**config.mk**
```make
export PLATFORM = sky130hd
export DESIGN_NAME = meta_array_ctrl
export DESIGN_NICKNAME = d
export VERILOG_FILES = /design/src/rtl/meta_ctrl_pkg.sv /design/src/rtl/meta_array_ctrl_rr_arb2.sv /design/src/rtl/meta_array_ctrl.sv
export SDC_FILE = /design/constraint.sdc
export NUM_CORES = 1
export LEC_CHECK = 0
export ABC_AREA = 1
export CAP_MARGIN = 0
export CORE_MARGIN = 2
export CORE_UTILIZATION = 42
export DETAILED_ROUTE_END_ITERATION = 10
export PLACE_DENSITY = 0.82
export RECOVER_POWER = 50
export SYNTH_ARGS = -nofsm -noshare
export SYNTH_HDL_FRONTEND = slang
export SYNTH_SLANG_ARGS = --single-unit
```
**constraint.sdc**
```tcl
create_clock -name clk -period 2.55 [get_ports clk]
set_input_delay 0.765 -clock clk [delete_from_list [all_inputs] [get_ports clk]]
set_output_delay 0.765 -clock clk [all_outputs]
set_load 0.05 [all_outputs]
```
**src/rtl/meta_ctrl_pkg.sv**
```systemverilog
// -----------------------------------------------------------------------------
// meta_ctrl_pkg
// Shared types and helpers for the metadata array controller.
//   ctrl_state_e : controller FSM state (IDLE serves requesters, SWEEP
//                  invalidates every set of the external array).
//   same_op_conflict() : true when two pending requests need the same array
//                  port (both reads or both writes) and must be arbitrated.
// No ports (package).
// -----------------------------------------------------------------------------
package meta_ctrl_pkg;

  typedef enum logic {
    IDLE  = 1'b0,
    SWEEP = 1'b1
  } ctrl_state_e;

  // The array has one read port and one write port, so only two requests of
  // the same kind compete for a port.
  function automatic logic same_op_conflict(input logic req0, input logic req1,
                                            input logic we0,  input logic we1);
    return req0 && req1 && (we0 == we1);
  endfunction

endpackage

```
**src/rtl/meta_array_ctrl_rr_arb2.sv**
```systemverilog
// -----------------------------------------------------------------------------
// rr_arb2
// Two-way round-robin arbiter for one array port.
//   clk      : clock, rising edge
//   rst      : synchronous active-high reset (prio returns to requester 0)
//   req[1:0] : requests already qualified by the controller
//   conflict : both requesters want the same port this cycle
//   gnt[1:0] : grants; without a conflict every request is granted directly
// The prio flop selects the winner of a conflict and flips only on a
// conflicting cycle, so uncontested traffic never disturbs the fairness order.
// -----------------------------------------------------------------------------
module rr_arb2 (
  input  logic       clk,
  input  logic       rst,
  input  logic [1:0] req,
  input  logic       conflict,
  output logic [1:0] gnt
);

  logic prio;

  always_ff @(posedge clk) begin
    if (rst) begin
      prio <= 1'b0;
    end else if (conflict) begin
      prio <= ~prio;
    end
  end

  always_comb begin
    gnt = req;
    if (conflict) begin
      gnt = prio ? 2'b10 : 2'b01;
    end
  end

endmodule

```
**src/rtl/meta_array_ctrl.sv**
```systemverilog
// -----------------------------------------------------------------------------
// meta_array_ctrl
// Controller in front of an external 2**S_INDEX x WIDTH metadata array with one
// combinational read port and one write port (the array bypasses a same-cycle
// write to the read index). Two requesters share the ports; a flush request
// runs an invalidate sweep writing zero to every set.
//
// Ports
//   clk, rst                    : clock (rising edge), synchronous active-high reset
//   req0/1, we0/1, idx0/1,      : requester n operation: pending, 1=write/0=read,
//   wdata0/1                      target set, write data
//   ready0/1                    : requester n operation accepted this cycle
//   rvalid0/1, rdata0/1         : registered read data, one cycle after accept
//   flush_req                   : start an invalidate sweep (ignored during one)
//   flush_done                  : one-cycle pulse when the sweep completes
//   arr_read, arr_rindex        : array read strobe and index
//   arr_load, arr_windex,       : array write strobe, index and data
//   arr_datain
//   arr_dataout                 : array read data (combinational)
// -----------------------------------------------------------------------------
module meta_array_ctrl
  import meta_ctrl_pkg::*;
#(
  parameter int S_INDEX = 3,
  parameter int WIDTH   = 1
) (
  input  logic               clk,
  input  logic               rst,

  input  logic               req0,
  input  logic               we0,
  input  logic [S_INDEX-1:0] idx0,
  input  logic [WIDTH-1:0]   wdata0,
  output logic               ready0,
  output logic               rvalid0,
  output logic [WIDTH-1:0]   rdata0,

  input  logic               req1,
  input  logic               we1,
  input  logic [S_INDEX-1:0] idx1,
  input  logic [WIDTH-1:0]   wdata1,
  output logic               ready1,
  output logic               rvalid1,
  output logic [WIDTH-1:0]   rdata1,

  input  logic               flush_req,
  output logic               flush_done,

  output logic               arr_read,
  output logic               arr_load,
  output logic [S_INDEX-1:0] arr_rindex,
  output logic [S_INDEX-1:0] arr_windex,
  output logic [WIDTH-1:0]   arr_datain,
  input  logic [WIDTH-1:0]   arr_dataout
);

  localparam logic [S_INDEX-1:0] LAST_IDX = '1;

  ctrl_state_e        state;
  ctrl_state_e        state_nxt;
  logic [S_INDEX-1:0] sweep_cnt;

  logic       grant_en;
  logic [1:0] arb_req;
  logic       arb_conflict;
  logic [1:0] gnt;
  logic       rd0, rd1, wr0, wr1;
  logic       sweep_last;

  // Grants are only possible in IDLE; a flush in the same cycle takes the
  // cycle, and nothing is accepted while reset is held.
  assign grant_en     = (state == IDLE) && !flush_req && !rst;
  assign arb_req      = {req1, req0} & {2{grant_en}};
  assign arb_conflict = grant_en && same_op_conflict(req0, req1, we0, we1);

  rr_arb2 u_arb (
    .clk      (clk),
    .rst      (rst),
    .req      (arb_req),
    .conflict (arb_conflict),
    .gnt      (gnt)
  );

  assign ready0 = gnt[0];
  assign ready1 = gnt[1];

  // After arbitration at most one read and at most one write are granted.
  assign rd0 = gnt[0] && !we0;
  assign wr0 = gnt[0] &&  we0;
  assign rd1 = gnt[1] && !we1;
  assign wr1 = gnt[1] &&  we1;

  assign sweep_last = (state == SWEEP) && (sweep_cnt == LAST_IDX);

  always_ff @(posedge clk) begin
    if (rst) begin
      state      <= IDLE;
      sweep_cnt  <= '0;
      flush_done <= 1'b0;
    end else begin
      state      <= state_nxt;
      flush_done <= sweep_last;
      // Counting past LAST_IDX wraps to zero, leaving the counter ready for
      // the next sweep.
      if (state == SWEEP) begin
        sweep_cnt <= sweep_cnt + 1'b1;
      end else begin
        sweep_cnt <= '0;
      end
    end
  end

  always_comb begin
    state_nxt  = state;
    arr_read   = 1'b0;
    arr_load   = 1'b0;
    arr_rindex = '0;
    arr_windex = '0;
    arr_datain = '0;

    case (state)
      IDLE: begin
        if (flush_req) begin
          state_nxt = SWEEP;
        end
        arr_read   = rd0 || rd1;
        arr_rindex = rd1 ? idx1 : idx0;
        arr_load   = wr0 || wr1;
        if (wr1) begin
          arr_windex = idx1;
          arr_datain = wdata1;
        end else begin
          arr_windex = idx0;
          arr_datain = wdata0;
        end
      end

      SWEEP: begin
        arr_load   = 1'b1;
        arr_windex = sweep_cnt;
        arr_datain = '0;
        if (sweep_cnt == LAST_IDX) begin
          state_nxt = IDLE;
        end
      end

      default: begin
        state_nxt = IDLE;
      end
    endcase

    // The sweep write strobe would otherwise still fire while reset is held.
    if (rst) begin
      arr_load = 1'b0;
      arr_read = 1'b0;
    end
  end

  // Read returns are registered independently of the FSM so a read accepted
  // just before a sweep still delivers its data.
  always_ff @(posedge clk) begin
    if (rst) begin
      rvalid0 <= 1'b0;
      rvalid1 <= 1'b0;
      rdata0  <= '0;
      rdata1  <= '0;
    end else begin
      rvalid0 <= rd0;
      rvalid1 <= rd1;
      if (rd0) begin
        rdata0 <= arr_dataout;
      end
      if (rd1) begin
        rdata1 <= arr_dataout;
      end
    end
  end

endmodule

```
# [After elaboration in Yosys (flattened, before gate mapping)]
# Cells that the tools add are included.
[classes] mux=15 multipliers=0 n_addsub=1 n_reduce_logical=17 shift=0 n_bitwise=3 eq_ne=2 div=0 magnitude_cmp=0
[ops] cell="$logic_and 1x1->1" n=10
[ops] cell="$mux 3" n=3
[ops] cell="$mux 1" n=6
[ops] cell="$pmux 1 s2" n=3
[ops] cell="$pmux 3 s2" n=1
[ops] cell="$logic_not 1->1" n=4
[ops] cell="$mux 2" n=2
[ops] cell="$add 3x1->3 const B" n=1
[ops] cell="$eq 3x3->1 const B" n=1
[ops] cell="$and 2x2->2" n=1
[ops] cell="$logic_or 1x1->1" n=2
[ops] cell="$not 1->1" n=2
[ops] cell="$reduce_or 2->1" n=1
[ops] cell="$eq 1x1->1" n=1
[totals] ff_bits=10 wordCells=46 romBits=0 out_inout_bits=16 n_memories=0 input_bits=16 ramBits=0 latchBits=0

# [Depth between registers and ports, before layout]
# Gate-level depths: netlist (run 1).
[logic_depth] depth_word=9 ltp_mapped=11 depth_no_buf=11

# [Modules after synthesis]
# A second synthesis (run 1) with hierarchy kept.
[hier_totals] cells_unflattened=101 hier_area_um2=614.3
[by_module_without_submodules] module="meta_array_ctrl" cells_each=92 n_inst=1 seq_area_each_um2=180.2 area_per_inst_um2=553.0
[by_module_without_submodules] module="rr_arb2" cells_each=9 n_inst=1 seq_area_each_um2=20.0 area_per_inst_um2=61.3

# [Least setup slack after synthesis (run 1)]
# No wires, ideal clock.
[synth_path] path_type="input port to output port" start="in rst" end="out arr_load" n_path_buf=0 t_arrival_ps=2084 stages=5 slack_ps=-299 required_ps=1785 path_cell_list="inv_1 > nand2_4 > nor2_4 > nand3_2 > a31oi_1"
[synth_via] elab_chain_len=8 word_cells_on_any_way=10 classes_between="3 x mux; 1 x bitwise; 6 x reduce/logical"
[synth_lines] element="start, declared" line="meta_array_ctrl.sv:28" rtl="input logic rst,"
[synth_lines] element="$logic_not 1->1" line="meta_array_ctrl.sv:72" rtl="assign grant_en = (state == IDLE) && !flush_req && !rst;"
[synth_lines] element="$logic_and 1x1->1" line="meta_array_ctrl.sv:72"
[synth_lines] element="$and 2x2->2 / $logic_and 1x1->1 (equally long branches)" line="meta_array_ctrl.sv:73, meta_array_ctrl.sv:74"
[synth_lines] element="$mux 2" line="meta_array_ctrl_rr_arb2.sv:32" rtl="if (conflict) begin"
[synth_lines] element="$logic_and 1x1->1, on equally long branches" line="meta_array_ctrl.sv:89, meta_array_ctrl.sv:91"
[synth_lines] element="$logic_or 1x1->1" line="meta_array_ctrl.sv:128" rtl="arr_load = wr0 || wr1;"
[synth_lines] element="$pmux 1 s2" line="meta_array_ctrl.sv:121" rtl="case (state)"
[synth_lines] element="$mux 1 (*)" line="meta_array_ctrl.sv:153" rtl="if (rst) begin"
[synth_lines] element="end, declared" line="meta_array_ctrl.sv:50" rtl="output logic arr_load,"
# Every way passes the cells marked *; elsewhere a longest branch is shown, timed or not.

# [Worst setup path after layout (run 1)]
[layout_path] start="in flush_req" end="out arr_datain"
[layout_via] elab_chain_len=8 word_cells_on_any_way=9 classes_between="3 x mux; 1 x bitwise; 5 x reduce/logical"
[layout_lines] element="start, declared" line="meta_array_ctrl.sv:46" rtl="input logic flush_req,"
[layout_lines] element="$logic_not 1->1 (*)" line="meta_array_ctrl.sv:72"
[layout_lines] element="$logic_and 1x1->1 (*) (2 in series)" line="meta_array_ctrl.sv:72"
[layout_lines] element="$and 2x2->2 / $logic_and 1x1->1 (equally long branches)" line="meta_array_ctrl.sv:73, meta_array_ctrl.sv:74"
[layout_lines] element="$mux 2 (*)" line="meta_array_ctrl_rr_arb2.sv:32"
[layout_lines] element="$logic_and 1x1->1 (*)" line="meta_array_ctrl.sv:91" rtl="assign wr1 = gnt[1] && we1;"
[layout_lines] element="$mux 1 (*)" line="meta_array_ctrl.sv:129" rtl="if (wr1) begin"
[layout_lines] element="$pmux 1 s2 (*)" line="meta_array_ctrl.sv:121"
[layout_lines] element="end, declared" line="meta_array_ctrl.sv:53" rtl="output logic [WIDTH-1:0] arr_datain,"
# Marked as above.

==> results of run 1 <==
## per-layer routing
metal / share of wire (%) / wire [um] / GRT usage (%)
met1: 41 / 1160 / 31.2
met2: 51 / 1450 / 52.6
met5: 0 / 0 / 0
met3: 5.7 / 162 / 6.25
met4: 2.7 / 76 / 7.27
## power by group through the flow
stage,logic [mW],registers (mW),clock network (mW)
floorplan,0.0918,0.173,0
CTS,0.221,0.165,0.110
global placement,0.200,0.168,0
finish,0.233,0.165,0.116
global route,0.243,0.165,0.120
detailed placement,0.204,0.168,0
## how the worst min path moves through the flow
stage	to	slack, ps	depth (start not counted)
finish	sweep_cnt[0]$_SDFF_PP0_	450	1
global placement	sweep_cnt[0]$_SDFF_PP0_	430	1
global route	sweep_cnt[0]$_SDFF_PP0_	490	1
CTS	sweep_cnt[0]$_SDFF_PP0_	450	1
floorplan	sweep_cnt[0]$_SDFF_PP0_	420	1
detailed placement	sweep_cnt[0]$_SDFF_PP0_	440	1
## final cells by class
type                    instances  area share (%)
repair buffers                 49            39.4
flip-flops and latches         10            14.3
inverters                      23            6.34
multi-input cells              72            37.0
well taps                      16            1.43
clock buffers                   3            1.61
## flip-flops by register name, indices dropped and copies added (netlist names)
signal and flops:
u_arb.prio 1, flush_done 1, state 1, rdata0 1, sweep_cnt 3, rvalid0 1, rdata1 1, rvalid1 1
## through the flow
stage / cell area, sq um / utilization [%] / hold slack [ps] / setup slack (ps)
2_1_floorplan: 706 / - / 418 / -10.6
3_3_place_gp: 1240 / 82.1 / 429 / -402
3_5_place_dp: 1240 / 82.1 / 444 / -520
4_1_cts: 1360 / 90.5 / 453 / -74.6
5_1_grt: 1400 / 93.0 / 489 / -172
6_report: 1400 / 93.0 / 453 / -109
## critical path, delay by kind of cell
family                 cells  cell delay, ps
buffers and inverters      2             240
and+or+nand+nor            7             880
## kinds of logic after synthesis
kind of cell,synth area share (%)
DFF,29.9
and+or+nand+nor,51.8
AOI/OAI and AO/OA,1.68
adders and majority gates,3.74
buffers and inverters,12.9
## timing repair
action                     4_1_cts  5_1_grt
buffers inserted                 5        1
cloned                           0        0
pin swaps                       16       19
resized for setup               48       14
setup endpoints to repair       11       10
## cell usage in the layout (no fill, tap or decap), drive strengths merged
cell type	n
a21oi	1
nor2	22
a31oi	1
ha	2
nand4	3
buf	32
inv	23
nand2	36
clkbuf	6
nand3	7
clkdlybuf4s50	14
dfxtp	10
## Yosys cell counts (all sizes together)
master,number
inv,23
a31oi,1
nand4,3
dfxtp,10
ha,2
a21oi,1
nand2,36
nor2,22
nand3,7
==> results.json, run 1 <==
{
  "cts_tree": "done",
  "r2r-start": "state$_SDFF_PP0_",
  "switching_share_pct": 37.6,
  "p_sw_uw": 193,
  "grt_pass1_wl_um": 3950,
  "cpPeakStageDelay_ps": 200,
  "drt-total-wl_um": 2850,
  "min_period_over_period_pct": 104,
  "io_buffers": 31,
  "dpl.hpwl_um": 1650,
  "slew_violations": 0,
  "ys.warnings.count": 0,
  "hold_violations": 0,
  "path_clk_slew_ps": 60,
  "path_common_cell": "nor2_4",
  "grt_max_degree": 9,
  "pin_count": 32,
  "cp-start-kind": "input port",
  "die_h_um": 43.9,
  "post_drt_wl_per_cell_um": 16.5,
  "path_max_fanout": 6,
  "dp.cells": 164,
  "reg2regPathDepth": 10,
  "critPathSlowestCell": "nor2_4",
  "cts.sinks": 10,
  "total_power_uw": 514,
  "syn-num-nets": 123,
  "ant_nets": 0,
  "dr.pass1.iters": 4,
  "status": "finished with violations",
  "nets": 177,
  "viasPerCell": 5.27,
  "rsz0062_at_grt": "true",
  "min_period_ps": 2660,
  "fmax_ghz": 0.376,
  "synth.cell_area_sq_um": 669,
  "maxCapViolCount": 0,
  "cts.htree.levels": 1,
  "p_per_area_mw_per_mm2": 367,
  "regArea_sq_um": 200,
  "synth_cells": 105,
  "synth_seq_cells": 10,
  "setup_tns_ps": -692,
  "crit_start": "flush_req",
  "die-area_sq_mm": 0.00193,
  "ir_drop_mv": 0.475,
  "grt_overflow": 0,
  "initial_core_util_pct": 44.4,
  "cts-hold-fix-buffers": 0,
  "cts_root_buffer": "clkbuf_4",
  "setup_viol": 10,
  "multi_input_area_sq_um": 518,
  "path_cells": "buf_8 > nor2_4 > nand2_4 > nor2_4 > nand3_4 > nand2_2 > nand2_2 > nor2_4 > buf_12",
  "layout-drive-gt1-share_pct": 50.3,
  "areaGrowthSynthToFinish_pct": 109,
  "fp.dieW_um": 43.9,
  "fin_ws_ps": -109,
  "cp.required_ps": 1790,
  "grt_usage_pct": 28.0,
  "fillCellCount": 50,
  "internal-power_uw": 321,
  "seq_area_frac_synth_pct": 29.9,
  "r2r_setup_slack_ps": 930,
  "clockBufferDepth": 2,
  "first_iter_violations": 23,
  "finalNonFillerCells": 173,
  "max_slew.worst_pin.slew_ps": 494,
  "yosys.cell_types.count": 16,
  "core_sq_mm": 0.00151,
  "antenna_found_initial": 0,
  "place.gp.congestion": 0.838,
  "path_class": "in2out",
  "seqPwrFrac_pct": 32.1,
  "drcViolationCount": 0,
  "grt_pass1_vias": 891,
  "row_count": 14,
  "hp-start": "sweep_cnt[0]$_SDFF_PP0_",
  "synthTopCellsByArea": "dfxtp_1 30%, nand2_1 18%, inv_1 12%",
  "setup.worst_path.end": "arr_datain",
  "cts_buffers": 3,
  "violations": "setup timing",
  "max-slew-margin-rel_pct": 67.0,
  "p_leak_nw": 0.700,
  "yosys.area.top_type": "dfxtp_1",
  "diodes": 0,
  "timing.rr.end": "rdata1$_SDFFE_PP0N_",
  "critPathArrivalTime_ps": 1890,
  "cp-end-kind": "output pin",
  "fin_skew_ps": 9.18,
  "avgSynthCellArea_sq_um": 6.38,
  "yosysTopAreaCellShare_pct": 29.9,
  "p_comb_share_pct": 45.4,
  "vias": 911,
  "insertion_delay_ps": 280,
  "holdCritPathClass": "reg2reg",
  "clkPwrFrac_pct": 22.5
}
(Power assumes the default switching activity.)
==> inputs of run 2 (changes only) <==
--- a/config.mk
+++ b/config.mk
@@ -12,6 +12,7 @@
 export DETAILED_ROUTE_END_ITERATION = 10
 export PLACE_DENSITY = 0.82
 export RECOVER_POWER = 50
+export SLEW_MARGIN = 20
 export SYNTH_ARGS = -nofsm -noshare
 export SYNTH_HDL_FRONTEND = slang
 export SYNTH_SLANG_ARGS = --single-unit
==> results of run 2 <==
Same layout as run 1: the final DEF is identical, and so are final timing and power.
==> inputs of run 3 (changes only) <==
--- a/config.mk
+++ b/config.mk
@@ -6,10 +6,11 @@
 export NUM_CORES = 1
 export LEC_CHECK = 0
 export ABC_AREA = 1
-export CAP_MARGIN = 0
+export CAP_MARGIN = 20
 export CORE_MARGIN = 2
 export CORE_UTILIZATION = 42
 export DETAILED_ROUTE_END_ITERATION = 10
+export GPL_ROUTABILITY_DRIVEN = 0
 export PLACE_DENSITY = 0.82
 export RECOVER_POWER = 50
 export SLEW_MARGIN = 20
==> results of run 3 <==
Same layout as run 1: the final DEF is identical, and so are final timing and power.
